### src/rtl/load_store_unit.sv
// Load/store unit: one outstanding RV32I access against a combinational-read word memory.
// Sub-word stores use read-modify-write. Define MISALIGN_TRAP_EN to reject misaligned H/W accesses.
module load_store_unit #(
  parameter int unsigned ADDR_W = 32
) (
  input  logic              clk,
  input  logic              rst_in,
  input  logic              req_valid,
  output logic              req_ready,
  input  logic              req_we,
  input  logic [2:0]        req_funct3,
  input  logic [ADDR_W-1:0] req_addr,
  input  logic [31:0]       req_wdata,
  output logic              resp_valid,
  output logic [31:0]       resp_rdata,
  output logic              resp_err,
  output logic              mem_we,
  output logic [ADDR_W-1:0] mem_addr,
  output logic [31:0]       mem_wd,
  input  logic [31:0]       mem_rd
);

  typedef enum logic [1:0] {StIdle, StRead, StWrite, StResp} state_e;

  state_e              state_q, state_d;
  logic                we_q;
  logic [2:0]          funct3_q;
  logic [1:0]          addr_lo_q;
  logic [15:0]         wdata_q;
  logic [31:0]         rdata_q;
  logic                err_q;
  logic [ADDR_W-1:0]   mem_addr_q;
  logic [31:0]         mem_wd_q;

  logic                accept;
  logic                legal;
  logic                misaligned;
  logic                bad;
  logic                is_sw;
  logic [7:0]          lane_b;
  logic [15:0]         lane_h;
  logic [31:0]         load_data;
  logic [31:0]         merged;

  assign accept = req_valid && req_ready;
  assign is_sw  = req_we && (req_funct3 == 3'b010);

  always_comb begin
    legal = 1'b0;
    case (req_funct3)
      3'b000, 3'b001, 3'b010: legal = 1'b1;
      3'b100, 3'b101:         legal = !req_we;
      default:                legal = 1'b0;
    endcase
  end

`ifdef MISALIGN_TRAP_EN
  assign misaligned = ((req_funct3[1:0] == 2'b01) && req_addr[0]) ||
                      ((req_funct3 == 3'b010) && (req_addr[1:0] != 2'b00));
`else
  // Misaligned H/W fall through: lane selection ignores the low address bits.
  assign misaligned = 1'b0;
`endif

  assign bad = !legal || misaligned;

  always_comb begin
    state_d = state_q;
    case (state_q)
      StIdle: begin
        if (accept) begin
          if (bad)        state_d = StResp;
          else if (is_sw) state_d = StWrite;
          else            state_d = StRead;
        end
      end
      StRead:  state_d = we_q ? StWrite : StResp;
      StWrite: state_d = StResp;
      StResp:  state_d = StIdle;
      default: state_d = StIdle;
    endcase
  end

  always_comb begin
    lane_b = 8'h00;
    case (addr_lo_q)
      2'd0:    lane_b = mem_rd[7:0];
      2'd1:    lane_b = mem_rd[15:8];
      2'd2:    lane_b = mem_rd[23:16];
      default: lane_b = mem_rd[31:24];
    endcase
    lane_h = addr_lo_q[1] ? mem_rd[31:16] : mem_rd[15:0];

    load_data = mem_rd;
    case (funct3_q)
      3'b000:  load_data = {{24{lane_b[7]}}, lane_b};
      3'b001:  load_data = {{16{lane_h[15]}}, lane_h};
      3'b100:  load_data = {24'h000000, lane_b};
      3'b101:  load_data = {16'h0000, lane_h};
      default: load_data = mem_rd;
    endcase

    merged = mem_rd;
    if (funct3_q[0]) merged[{addr_lo_q[1], 4'b0000} +: 16] = wdata_q;
    else             merged[{addr_lo_q, 3'b000} +: 8]     = wdata_q[7:0];
  end

  assign req_ready  = (state_q == StIdle);
  assign mem_we     = (state_q == StWrite);
  assign resp_valid = (state_q == StResp);
  assign resp_rdata = resp_valid ? rdata_q : 32'h0;
  assign resp_err   = resp_valid && err_q;
  assign mem_addr   = mem_addr_q;
  assign mem_wd     = mem_wd_q;

  always_ff @(posedge clk or posedge rst_in) begin
    if (rst_in) begin
      state_q    <= StIdle;
      we_q       <= 1'b0;
      funct3_q   <= 3'b000;
      addr_lo_q  <= 2'b00;
      wdata_q    <= 16'h0000;
      rdata_q    <= 32'h0;
      err_q      <= 1'b0;
      mem_addr_q <= '0;
      mem_wd_q   <= 32'h0;
    end else begin
      state_q <= state_d;
      if (accept) begin
        we_q      <= req_we;
        funct3_q  <= req_funct3;
        addr_lo_q <= req_addr[1:0];
        wdata_q   <= req_wdata[15:0];
        err_q     <= bad;
        rdata_q   <= 32'h0;
        // Rejected requests leave the memory port untouched.
        if (!bad) begin
          mem_addr_q <= req_addr >> 2;
          if (is_sw) mem_wd_q <= req_wdata;
        end
      end
      if (state_q == StRead) begin
        if (we_q) mem_wd_q <= merged;
        else      rdata_q  <= load_data;
      end
    end
  end

endmodule

### config.mk
export PLATFORM = sky130hd
export DESIGN_NAME = load_store_unit
export DESIGN_NICKNAME = d
export VERILOG_FILES = /design/src/rtl/load_store_unit.sv
export SDC_FILE = /design/constraint.sdc
export NUM_CORES = 1
export LEC_CHECK = 0
export ABC_AREA = 1
export CORE_UTILIZATION = 45
export DETAILED_ROUTE_END_ITERATION = 16
export DONT_BUFFER_PORTS = 1
export REMOVE_ABC_BUFFERS = 1
export SETUP_SLACK_MARGIN = 0.05
export SKIP_LAST_GASP = 1
export SLEW_MARGIN = 25
export SYNTH_ARGS = -nofsm -noshare
export SYNTH_HDL_FRONTEND = slang
export SYNTH_SLANG_ARGS = --single-unit
export TNS_END_PERCENT = 50
### constraint.sdc
create_clock -name clk -period 11.77 [get_ports clk]
set_clock_uncertainty 0.2 [all_clocks]
set_input_delay 2.354 -clock clk [delete_from_list [all_inputs] [get_ports clk]]
set_output_delay 2.354 -clock clk [all_outputs]
set_load 0.01 [all_outputs]
* Word-level counts from Yosys, hierarchy flattened
Cells that the tools add are included.
** Storage, ports and cells
- Input port bits :: 103
- Memories kept :: 0
- Bits in latches :: 0
- Logic and storage cells :: 61
- Bits in registers :: 119
- ROM bits :: 0
- Output and inout port bits :: 100
- RAM bits :: 0
** Operators by class
- $add $sub $neg :: 2
- Equality and inequality tests :: 13
- Div/mod/pow operators :: 0
- Muxes and demuxes :: 21
- Shift operators :: 4
- Bitwise logic cells :: 0
- Multipliers :: 0
- Reduce and logical (&&, ||, !) cells :: 12
- Order comparisons :: 0
** Operator list (number)
- 32-bit two-way mux :: 10
- 32-bit case mux with 4 select lines :: 1
- 32-bit bitwise mux :: 2
- 16-bit by 7-bit variable shift with 32-bit output (first input constant) :: 1
- 8-bit by 7-bit variable shift with 32-bit output (first input constant) :: 1
- 16-bit by 7-bit variable part select with 32-bit output :: 1
- 8-bit by 7-bit variable part select with 32-bit output :: 1
- 8-bit case mux with 3 select lines :: 1
- 16-bit two-way mux :: 1
- 5-bit negation with 7-bit output :: 2
- 3-bit == test (second input constant) :: 4
- 2-bit case mux with 4 select lines :: 1
- 2-bit == test (second input constant) :: 3
- 3-bit by 1-bit == test with 1-bit output (second input constant) :: 2
- 3-bit zero test :: 2
- 2-bit two-way mux :: 3
- 2-bit by 1-bit == test with 1-bit output (second input constant) :: 2
- 2-bit zero test :: 2
- 3-bit by 2-bit == test with 1-bit output (second input constant) :: 1
- 1-bit logical AND :: 3
- 3-bit OR reduction :: 1
- 1-bit zero test :: 2
- 2-bit by 1-bit inequality test with 1-bit output (second input constant) :: 1
- 1-bit case mux with 2 select lines :: 1
- 3 further kinds :: 3

* Longest topological paths before layout
Gate-level depths: netlist (run 1).
- Depth in word-level cells :: 7
- Depth in mapped cells :: 13
- Depth with buffers taken out :: 11

* Least setup slack after synthesis (run 1)
No wires, ideal clock.
- Kind :: reg2out
- From :: reg state_q[0]
- To :: out resp_rdata[10]
- Required time :: 9.216 ns
- Cell stages (with the launch flop) :: 6
- Buffers on the path :: 2
- Arrival time :: 1.226 ns
- Path slack :: 7.990 ns
- Path through :: dfrtp_1 -> ha_1 -> clkbuf_1 -> clkbuf_1 -> nand2_1 -> inv_1
** Between the ends
- Longest elaborated chain between the ends :: 2
** RTL lines
- from (decl) :: RTL line 25 : state_e state_q, state_d;
- from (signal assigned) :: RTL line 118 : state_q <= StIdle;
- from (signal assigned) :: RTL line 128 : state_q <= state_d;
- 2-bit == test :: RTL line 110 : assign resp_valid = (state_q == StResp);
- via resp_valid :: RTL line 14 : output logic resp_valid,
- 32-bit two-way mux :: RTL line 111 : assign resp_rdata = resp_valid ? rdata_q : 32'h0;
- to (decl) :: RTL line 15 : output logic [31:0] resp_rdata,
The timed path passes the listed nets, and every way through them passes these cells.

* Worst setup path after layout (run 1)
- From :: reg state_q[1]
- To :: out resp_rdata[4]
** Between the ends
- Longest elaborated chain between the ends :: 2
** RTL lines (RTL line)
- 2-bit == test :: 110
- 32-bit two-way mux :: 111
Every way passes these cells.

==> results of run 1 <==
[metal layers]
| layer | vias up | part of all wire |
|---|---|---|
| met2 | 232 | 0.46 |
| met1 | 2971 | 0.44 |
| met5 | - | 0 |
| li1 | 3233 | - |
| met3 | 20 | 0.083 |
| met4 | 0 | 0.012 |
[kinds of logic after synthesis]
group | synth area share
other cells | 0.000529
buf+inv | 0.107
simple gates | 0.322
fa+ha+maj | 0.0159
flops | 0.420
compound gates | 0.134
[layout make-up]
| cell class | count | area [µm²] |
|---|---|---|
| fillers | 1549 | 7560 |
| multi-input cells | 744 | 3360 |
| flip-flops and latches | 119 | 2980 |
| inverters | 122 | 460 |
| clock buffers | 17 | 425 |
| well taps | 211 | 264 |
| clock inverters | 15 | 158 |
| repair buffers | 6 | 45.0 |
[worst max-delay path, cell delays in order (launching register included)]
cell and delay, ns:
dfrtp_1 0.41, ha_1 0.16, buf_4 0.32, nand2_1 0.10, inv_1 0.14
[stage by stage]
stage	instances	hold WS (ns)
final	1234	0.306
after global routing	1234	0.326
after floorplan	985	0.249
after detailed placement	1202	0.292
after CTS	1234	0.312
after global placement	1202	0.292
[where the power goes]
group	switching [mW]	total [mW]	internal (mW)	leakage (nW)
Clock	0.220	0.520	0.300	0.282
Combinational	0.591	0.869	0.278	2.42
Sequential	0.188	0.792	0.605	1.49
[flip-flops by register name (all words and copies together) (netlist names)]
register	count
we_q	1
funct3_q	3
state_q	2
err_q	1
addr_lo_q	2
mem_wd	32
rdata_q	32
mem_addr	30
wdata_q	16
[path summary, 6_finish.rpt]
| path | from | end | slack (ns) |
|---|---|---|---|
| worst max-delay path | state_q[1]$_DFFE_PP0P_ | resp_rdata[4] | 7.66 |
| worst min-delay path | err_q$_DFFE_PP0P_ | err_q$_DFFE_PP0P_ | 0.31 |
| worst max register to register | addr_lo_q[1]$_DFFE_PP0P_ | rdata_q[14]$_DFF_PP0_ | 8.68 |
| worst min register to register | err_q$_DFFE_PP0P_ | err_q$_DFFE_PP0P_ | 0.31 |
| max in group asynchronous | rst_in | mem_wd[3]$_DFF_PP0_ | 8.38 |
| min in group asynchronous | rst_in | rdata_q[3]$_DFF_PP0_ | 1.72 |
[synth_stat cells, types with 2 or more instances]
cell,count,area [µm²]
inv_1,115,432
ha_1,9,113
nand3_1,108,541
o31ai_1,2,15.0
o21bai_1,2,15.0
o21ai_0,60,300
buf_4,5,37.5
o21ai_1,53,265
nor2_2,3,18.8
buf_1,6,22.5
nor2_1,35,131
a21oi_1,42,210
clkbuf_1,26,97.6
nand2_1,388,1460
or2_2,5,31.3
buf_6,4,45.0
dfrtp_1,119,2980
nor3_1,7,35.0
inv_2,6,22.5
o211ai_1,14,105
nor2_4,2,22.5
nand2_2,5,31.3
o21a_1,4,30.0
buf_2,20,100
==> summary.txt, run 1 <==
outcome: complete, no violations
post-synthesis cell count: 1045
M1 GR Usage: 0.349
Post-Syn Area: 7090 µm²
cts bufs inserted: 17
Fin. Hold Viols: 0
GRT met3 Usage: 0.0825
worst skew pair latency: 0.43 ns
crit-path max FO: 34
die area: 16300 µm²
Avg WL per Cell: 16.5 µm
minimum clock period: 4.11 ns
most frequent cells in the layout: 388 x nand2_1, 119 x dfrtp_1, 113 x inv_1
initial antenna violation count: 0
TNS Setup: 0 ns
Die Height: 127 µm
nets: 1122
Placed Area: 7100 µm²
first-pass GRT wire length: 32.4 mm
post-cts resize count: 0
Area Growth Syn to Fin: 8.58%
most common cell after layout, fill and taps aside: nand2_1
Post-DRT Antenna Nets: 0
Post-synth EDFFs: 0
period utilization: 0.349
antenna cell count: 0
grt peak-use layer: met2
DRC viols: 0
worst slack at placement: 6.91 ns
ys flop type: dfrtp_1
CTS root buf: clkbuf_16
register area share after synthesis: 0.420
Setup Crit Path Kind: reg -> out
maximum clock rate: 243 MHz
vias in the first global route: 6008
PortBufs: 0
Avg Cell Area, Syn: 6.78 µm²
met2 GRT Util: 0.402
Worst-path clk slew: 0.06 ns
RSZ-0062 raised after global routing: false
FF-to-FF path depth: 10
Die Wd: 127 µm
synth warn: 0
Seq cells post-synth: 119
Final Wtd Congestion: 0.863
Initial Util: 0.464
Rows: 45
clock net sink count: 119
Clock Path Buffers: 2
# IOs: 203
worst-case headroom to the max-slew limit: 0.381
fraction of final layout cells sized beyond drive strength 1: 0.0616
finished layout cell area: 7690 µm²
final setup margin: 7.66 ns
GRT Util Overall: 0.261
Critical Path Start Type: flip-flop
TritonCTS clock tree: built
Slew @ Worst Pin: 0.927 ns
Distinct cells, synth: 29
Util after Layout: 0.504
HP Class: reg -> reg
DR vias/cell: 5.23
type of element capturing the critical path: output pin
drt first pass iters: 7
ys async rst share: 1.00
Leakage Power: 4.19 nW
worst path required time: 9.22 ns
max_cap viols: 0
Routed WL: 20.4 mm
largest net degree at the start of global routing: 64
Power Density: 283 nW/µm²
setup bufs post-CTS: 0
gr ovfl total: 0
final setup vio count: 0
H-tree levels: 4
DP HPWL: 14.2 mm
Hold-fix buffers, CTS: 0
Overall Power: 2.18 mW
Peak supply drop: 0.164 mV
Initial DRC Count: 627
via count: 6456
Core Area: 15300 µm²
hold depth: 2
Slew Limit Fails: 0
crit path DAT: 1.56 ns
No activity file was read; power rests on OpenSTA's default activity.
==> run 2, diff against run 1 <==
==> constraint.sdc (replaced) <==
create_clock -name clk -period 4 [get_ports clk]
set_clock_uncertainty 0.2 [all_clocks]
set_input_delay 0.8 -clock clk [delete_from_list [all_inputs] [get_ports clk]]
set_output_delay 0.8 -clock clk [all_outputs]
set_load 0.01 [all_outputs]
==> run 2 against run 1 <==
Worst setup slack worse by 6.8 ns; sequential share of layout area down 0.36 points; routed wire length up 0.44%; cell count up 0.24%; clock power rose to 3.1 times the previous value; register-to-register slack worse by 7.9 ns; global-route usage down 0.16 points; first-iteration DRC count down 11%; sequential power rose to 3.0 times the previous value; combinational power rose to 2.9 times the previous value; worst hold slack worse by 0.17 ns; via count down 0.12%.
==> summary.txt, run 2 (same netlist as run 1, synthesis figures left out) <==
Worst-path clk slew: 0.06 ns (about the same)
GRT Util Overall: 0.259 (-0.00156)
DP HPWL: 14.4 mm (+1.8%)
RSZ-0062 raised after global routing: false
gr ovfl total: 0 (unchanged)
Core Area: 15300 µm² (unchanged)
grt peak-use layer: met2
minimum clock period: 3.18 ns
Leakage Power: 4.20 nW (+0.35%)
Routed WL: 20.5 mm (+0.44%)
die area: 16300 µm² (unchanged)
Final Wtd Congestion: 0.889 (+3.0%)
initial antenna violation count: 0 (unchanged)
Slew Limit Fails: 0 (unchanged)
first-pass GRT wire length: 32.3 mm (-0.30%)
TritonCTS clock tree: built
TNS Setup: 0 ns (unchanged)
max_cap viols: 0 (unchanged)
finished layout cell area: 7760 µm² (+0.93%)
maximum clock rate: 314 MHz
post-cts resize count: 0 (unchanged)
final setup margin: 0.815 ns (-6.84 ns)
antenna cell count: 0 (unchanged)
PortBufs: 0 (unchanged)
Power Density: 841 nW/µm² (+200%)
Avg WL per Cell: 16.6 µm (+0.20%)
Die Wd: 127 µm (unchanged)
origin of the worst setup path: state_q[0]$_DFFE_PP0P_
Multi-input gate area: 3360 µm² (-0.15%)
final setup vio count: 0 (unchanged)
worst-case headroom to the max-slew limit: 0.368 (-0.0131)
most common cell after layout, fill and taps aside: nand2_1
Rows: 45 (unchanged)
Register Area: 2980 µm² (unchanged)
CTS root buf: clkbuf_16
fraction of final layout cells sized beyond drive strength 1: 0.0624 (+0.000795)
worst slack at placement: 0.569 ns (-6.34 ns)
Area Growth Syn to Fin: 9.59%
H-tree levels: 4 (unchanged)
GRT met3 Usage: 0.0775 (-0.00503)
hold_ws: 0.135 ns (-0.171 ns)
M1 GR Usage: 0.349 (about the same)
largest net degree at the start of global routing: 57 (-11%)
DR vias/cell: 5.21 (-0.37%)
DRC viols: 0 (unchanged)
Die Height: 127 µm (unchanged)
Slew @ Worst Pin: 0.942 ns (+0.0148 ns)
cts bufs inserted: 17 (unchanged)
Setup Crit Path Kind: reg -> reg
met2 GRT Util: 0.390 (-0.0116)
Fin. Hold Viols: 0 (unchanged)
Initial Util: 0.464 (unchanged)
Clock Path Buffers: 2 (unchanged)
Post-DRT Antenna Nets: 0 (unchanged)
setup bufs post-CTS: 0 (unchanged)
Hold-fix buffers, CTS: 0 (unchanged)
HP Class: in -> async
drt first pass iters: 5 (-2)
vias in the first global route: 5973 (-0.58%)
Critical Path Start Type: flip-flop
via count: 6448 (-0.12%)
Initial DRC Count: 555 (-11%)
# fillers: 1572 (+1.5%)
Placed Area: 7140 µm² (+0.49%)
worst path required time: 4.05 ns (-5.17 ns)
nets: 1125 (+0.27%)
Util after Layout: 0.509 (+0.00467)
outcome: complete, no violations
type of element capturing the critical path: flip-flop
# IOs: 203 (unchanged)
clock net sink count: 119 (unchanged)
worst reg2reg startpoint: state_q[0]$_DFFE_PP0P_
most frequent cells in the layout: 388 x nand2_1, 119 x dfrtp_1, 113 x inv_1
worst skew pair latency: 0.43 ns (about the same)
period utilization: 0.796
crit path DAT: 3.24 ns (+1.68 ns)
crit-path max FO: 50 (+47%)
Peak supply drop: 0.399 mV (+140%)
## run 2: worst paths after layout
check	cells past startpoint	slack (ns)	endpoint
min in group clk	2	0.29	err_q$_DFFE_PP0P_
max in group asynchronous	2	2.70	mem_addr[18]$_DFFE_PP0P_
min reg2reg	2	0.29	err_q$_DFFE_PP0P_
max reg2reg	7	0.82	state_q[1]$_DFFE_PP0P_
max	7	0.82	state_q[1]$_DFFE_PP0P_
min	1	0.14	rdata_q[18]$_DFF_PP0_
## run 2: layout make-up
type | count | share of cell area
multi-input combinational | 744 | 0.432
sequential | 119 | 0.384
inverter | 122 | 0.0593
clock buffer | 20 | 0.0588
tap | 211 | 0.0340
clock inverter | 12 | 0.0216
timing repair buffer | 9 | 0.0103
## run 2: routing by layer
layer	share of wire	vias up
li1	-	3231
met1	0.44	2917
met2	0.44	270
met3	0.089	30
met4	0.022	0
met5	0	-
## run 2: report_power, final
group          internal [mW]  total (mW)  switching, mW
clock network           1.02        1.61          0.589
registers               1.78        2.36          0.582
logic                  0.831        2.55           1.72
total                   3.63        6.53           2.89
## run 2: worst max-delay path, stage by stage, from the launching register on
cell and delay [ns]:
dfrtp_1 0.40, inv_1 0.08, ha_1 0.30, nand2_2 0.13, buf_4 0.49, clkinv_1 0.93
nand2_1 0.36, nand4_1 0.12
## run 2: through the flow
step | std cells | total power [mW]
floorplan | 985 | 4.20
global placement | 1205 | 4.88
detailed placement | 1205 | 4.92
CTS | 1237 | 6.56
global route | 1237 | 7.09
finish | 1237 | 6.53
==> variant (config.mk and constraints of run 2) <==
Change the parameter `ADDR_W` from 32 to 40.
--- a/src/rtl/load_store_unit.sv
+++ b/src/rtl/load_store_unit.sv
@@ -1,7 +1,7 @@
 // Load/store unit: one outstanding RV32I access against a combinational-read word memory.
 // Sub-word stores use read-modify-write. Define MISALIGN_TRAP_EN to reject misaligned H/W accesses.
 module load_store_unit #(
-  parameter int unsigned ADDR_W = 32
+  parameter int unsigned ADDR_W = 40
 ) (
   input  logic              clk,
   input  logic              rst_in,
Interface: changed (resized mem_addr and req_addr); port bits go from 203 to 219. No check against the original RTL was run, so the function may have changed too.
==> variant against run 2 <==
  * Via count increased by 3.4%
  * Wire length rose by 5.0%
  * Total power increased by 5.0%
  * Sequential share of layout area increased by 0.62 points
  * Sequential cell count rose by 8
  * Design area increased by 5.0%
  * Synthesized cell count grew 2.0%
  * Worst setup slack gained 0.63 ns
  * Area after synthesis grew 6.2%
  * Combinational power is 6% higher
==> variant: results (changes against run 2) <==
[run_status]
status=complete, no violations

[finish]
insertedDiodeCount=0  ; unchanged
n_fill_cell=1694  ; +7.8%
drive_above_1_share_pct=8.01  ; +1.8 points
final_nets=1156  ; +2.8%
final_cell_count_no_fill=1265  ; +2.3%

[placement]
globalplace.congestion=0.884  ; -0.56%
dp_hpwl_um=15200  ; +5.7%

[drt]
drt_iter0_markers=556  ; +0.18%
num_vias=6670  ; +3.4%
wl_per_cell_um=17.0  ; +2.7%

[setup_path]
slowest_delay_ns=0.65  ; -0.28 ns
r2r_end=mem_wd[9]$_DFF_PP0_
timing.critical_path.fanout_max=30  ; -40%
critPathSlowestCell=inv_1
arrival_ns=2.71  ; -0.53 ns
rr_worst_depth=10  ; +3
reg2reg_from=state_q[1]$_DFFE_PP0P_
rrSetupSlack_ns=1.44  ; +0.63 ns

[clock_tree]
clk_pin_slew_ns=0.06  ; about the same

[logic_synthesis]
syn_inst=1066  ; +2.0%
post_synth_num_cell_types=36  ; +24%
synth.top_cells.by_count=nand2_1, dfrtp_1, inv_1
yosys-top-cells-area=dfrtp_1, nand2_1, nand3_1, inv_1, o21ai_0
ys_seq_area_share_pct=42.2  ; +0.21 points

[power_and_ir_drop]
leakage_nw=4.48  ; +6.6%
peakVddDrop_mv=0.359  ; -10%

[global_routing]
grt_max_degree=79  ; +39%
grt_pass1_vias=6344  ; +6.2%
track_usage_pct=25.8  ; -0.10 points
grt_pass1_wl_um=34900  ; +8.2%

[timing]
slew_headroom_pct=41.6  ; +4.7 points

==> variant: changes by cell type in the layout (fill, tap and decap cells not counted), sizes merged, moves of 2 or more <==
cell	change
clkinvlp	+2
clkinv	-6
nand2	+19
o21ai	-4
dfrtp	+8
clkbuf	-3
buf	+4
o31ai	-2
a21oi	+2
nor2	-7
inv	+4
==> variant: layout make-up <==
type	instances	share of cell area, %
well taps	216	3.31
inverters	119	5.54
repair buffers	13	1.35
flip-flops and latches	127	39.0
clock buffers	17	5.22
multi-input cells	758	43.2
clock inverters	15	2.44
==> variant: power by group <==
part / internal (mW) / total [mW] / leakage [nW] / switching [mW]
Clock: 1.00 / 1.65 / 0.297 / 0.646
Combinational: 0.881 / 2.70 / 2.59 / 1.82
Sequential: 1.90 / 2.51 / 1.59 / 0.612
Total: 3.78 / 6.86 / 4.48 / 3.08
==> variant: how the worst max path moves through the flow <==
stage | slack (ns) | depth (start not counted) | startpoint | end
6_report | 1.44 | 10 | state_q[1]$_DFFE_PP0P_ | mem_wd[9]$_DFF_PP0_
3_5_place_dp | 1.46 | 10 | state_q[1]$_DFFE_PP0P_ | mem_wd[12]$_DFF_PP0_
5_1_grt | 1.21 | 10 | addr_lo_q[0]$_DFFE_PP0P_ | rdata_q[9]$_DFF_PP0_
2_1_floorplan | -0.38 | 1 | rst_in | addr_lo_q[0]$_DFFE_PP0P_
4_1_cts | 1.40 | 4 | state_q[0]$_DFFE_PP0P_ | resp_rdata[14]
3_3_place_gp | 1.51 | 9 | req_funct3[0] | mem_addr[3]$_DFFE_PP0P_
==> variant: cells by family (layout without fill, tap and decap cells) <==
kind of cell | count (synthesis) | count (layout) | share of synthesized area, %
AND/OR/NAND/NOR | 570 | 570 | 32.5
other | 1 | 2 | 0.0498
adder cells (fa/ha/maj) | 9 | 9 | 1.50
AO/OA/AOI/OAI | 177 | 177 | 12.6
buffers and inverters | 182 | 164 | 11.0
flip-flops | 127 | 127 | 42.2
==> variant: per-layer routing <==
| metal | vias up | wire (um) | global-route usage (%) |
|---|---|---|---|
| li1 | 3317 | - | - |
| met1 | 3066 | 9790 | 35.9 |
| met2 | 263 | 9480 | 38.9 |
| met3 | 24 | 1940 | 7.41 |
| met4 | 0 | 305 | 7.36 |
| met5 | - | 0 | 0 |
==> variant: through the flow <==
step	area (sq um)	hold WS, ns	setup slack [ns]	total power [mW]	TNS [ns]
floorplan	7150	0.249	-0.384	4.44	-48.80
global placement	7530	0.265	1.51	5.16	0
detailed placement	7530	0.272	1.46	5.21	0
CTS	8150	0.150	1.40	6.89	0
global route	8150	0.171	1.21	7.43	0
finish	8150	0.129	1.44	6.86	0
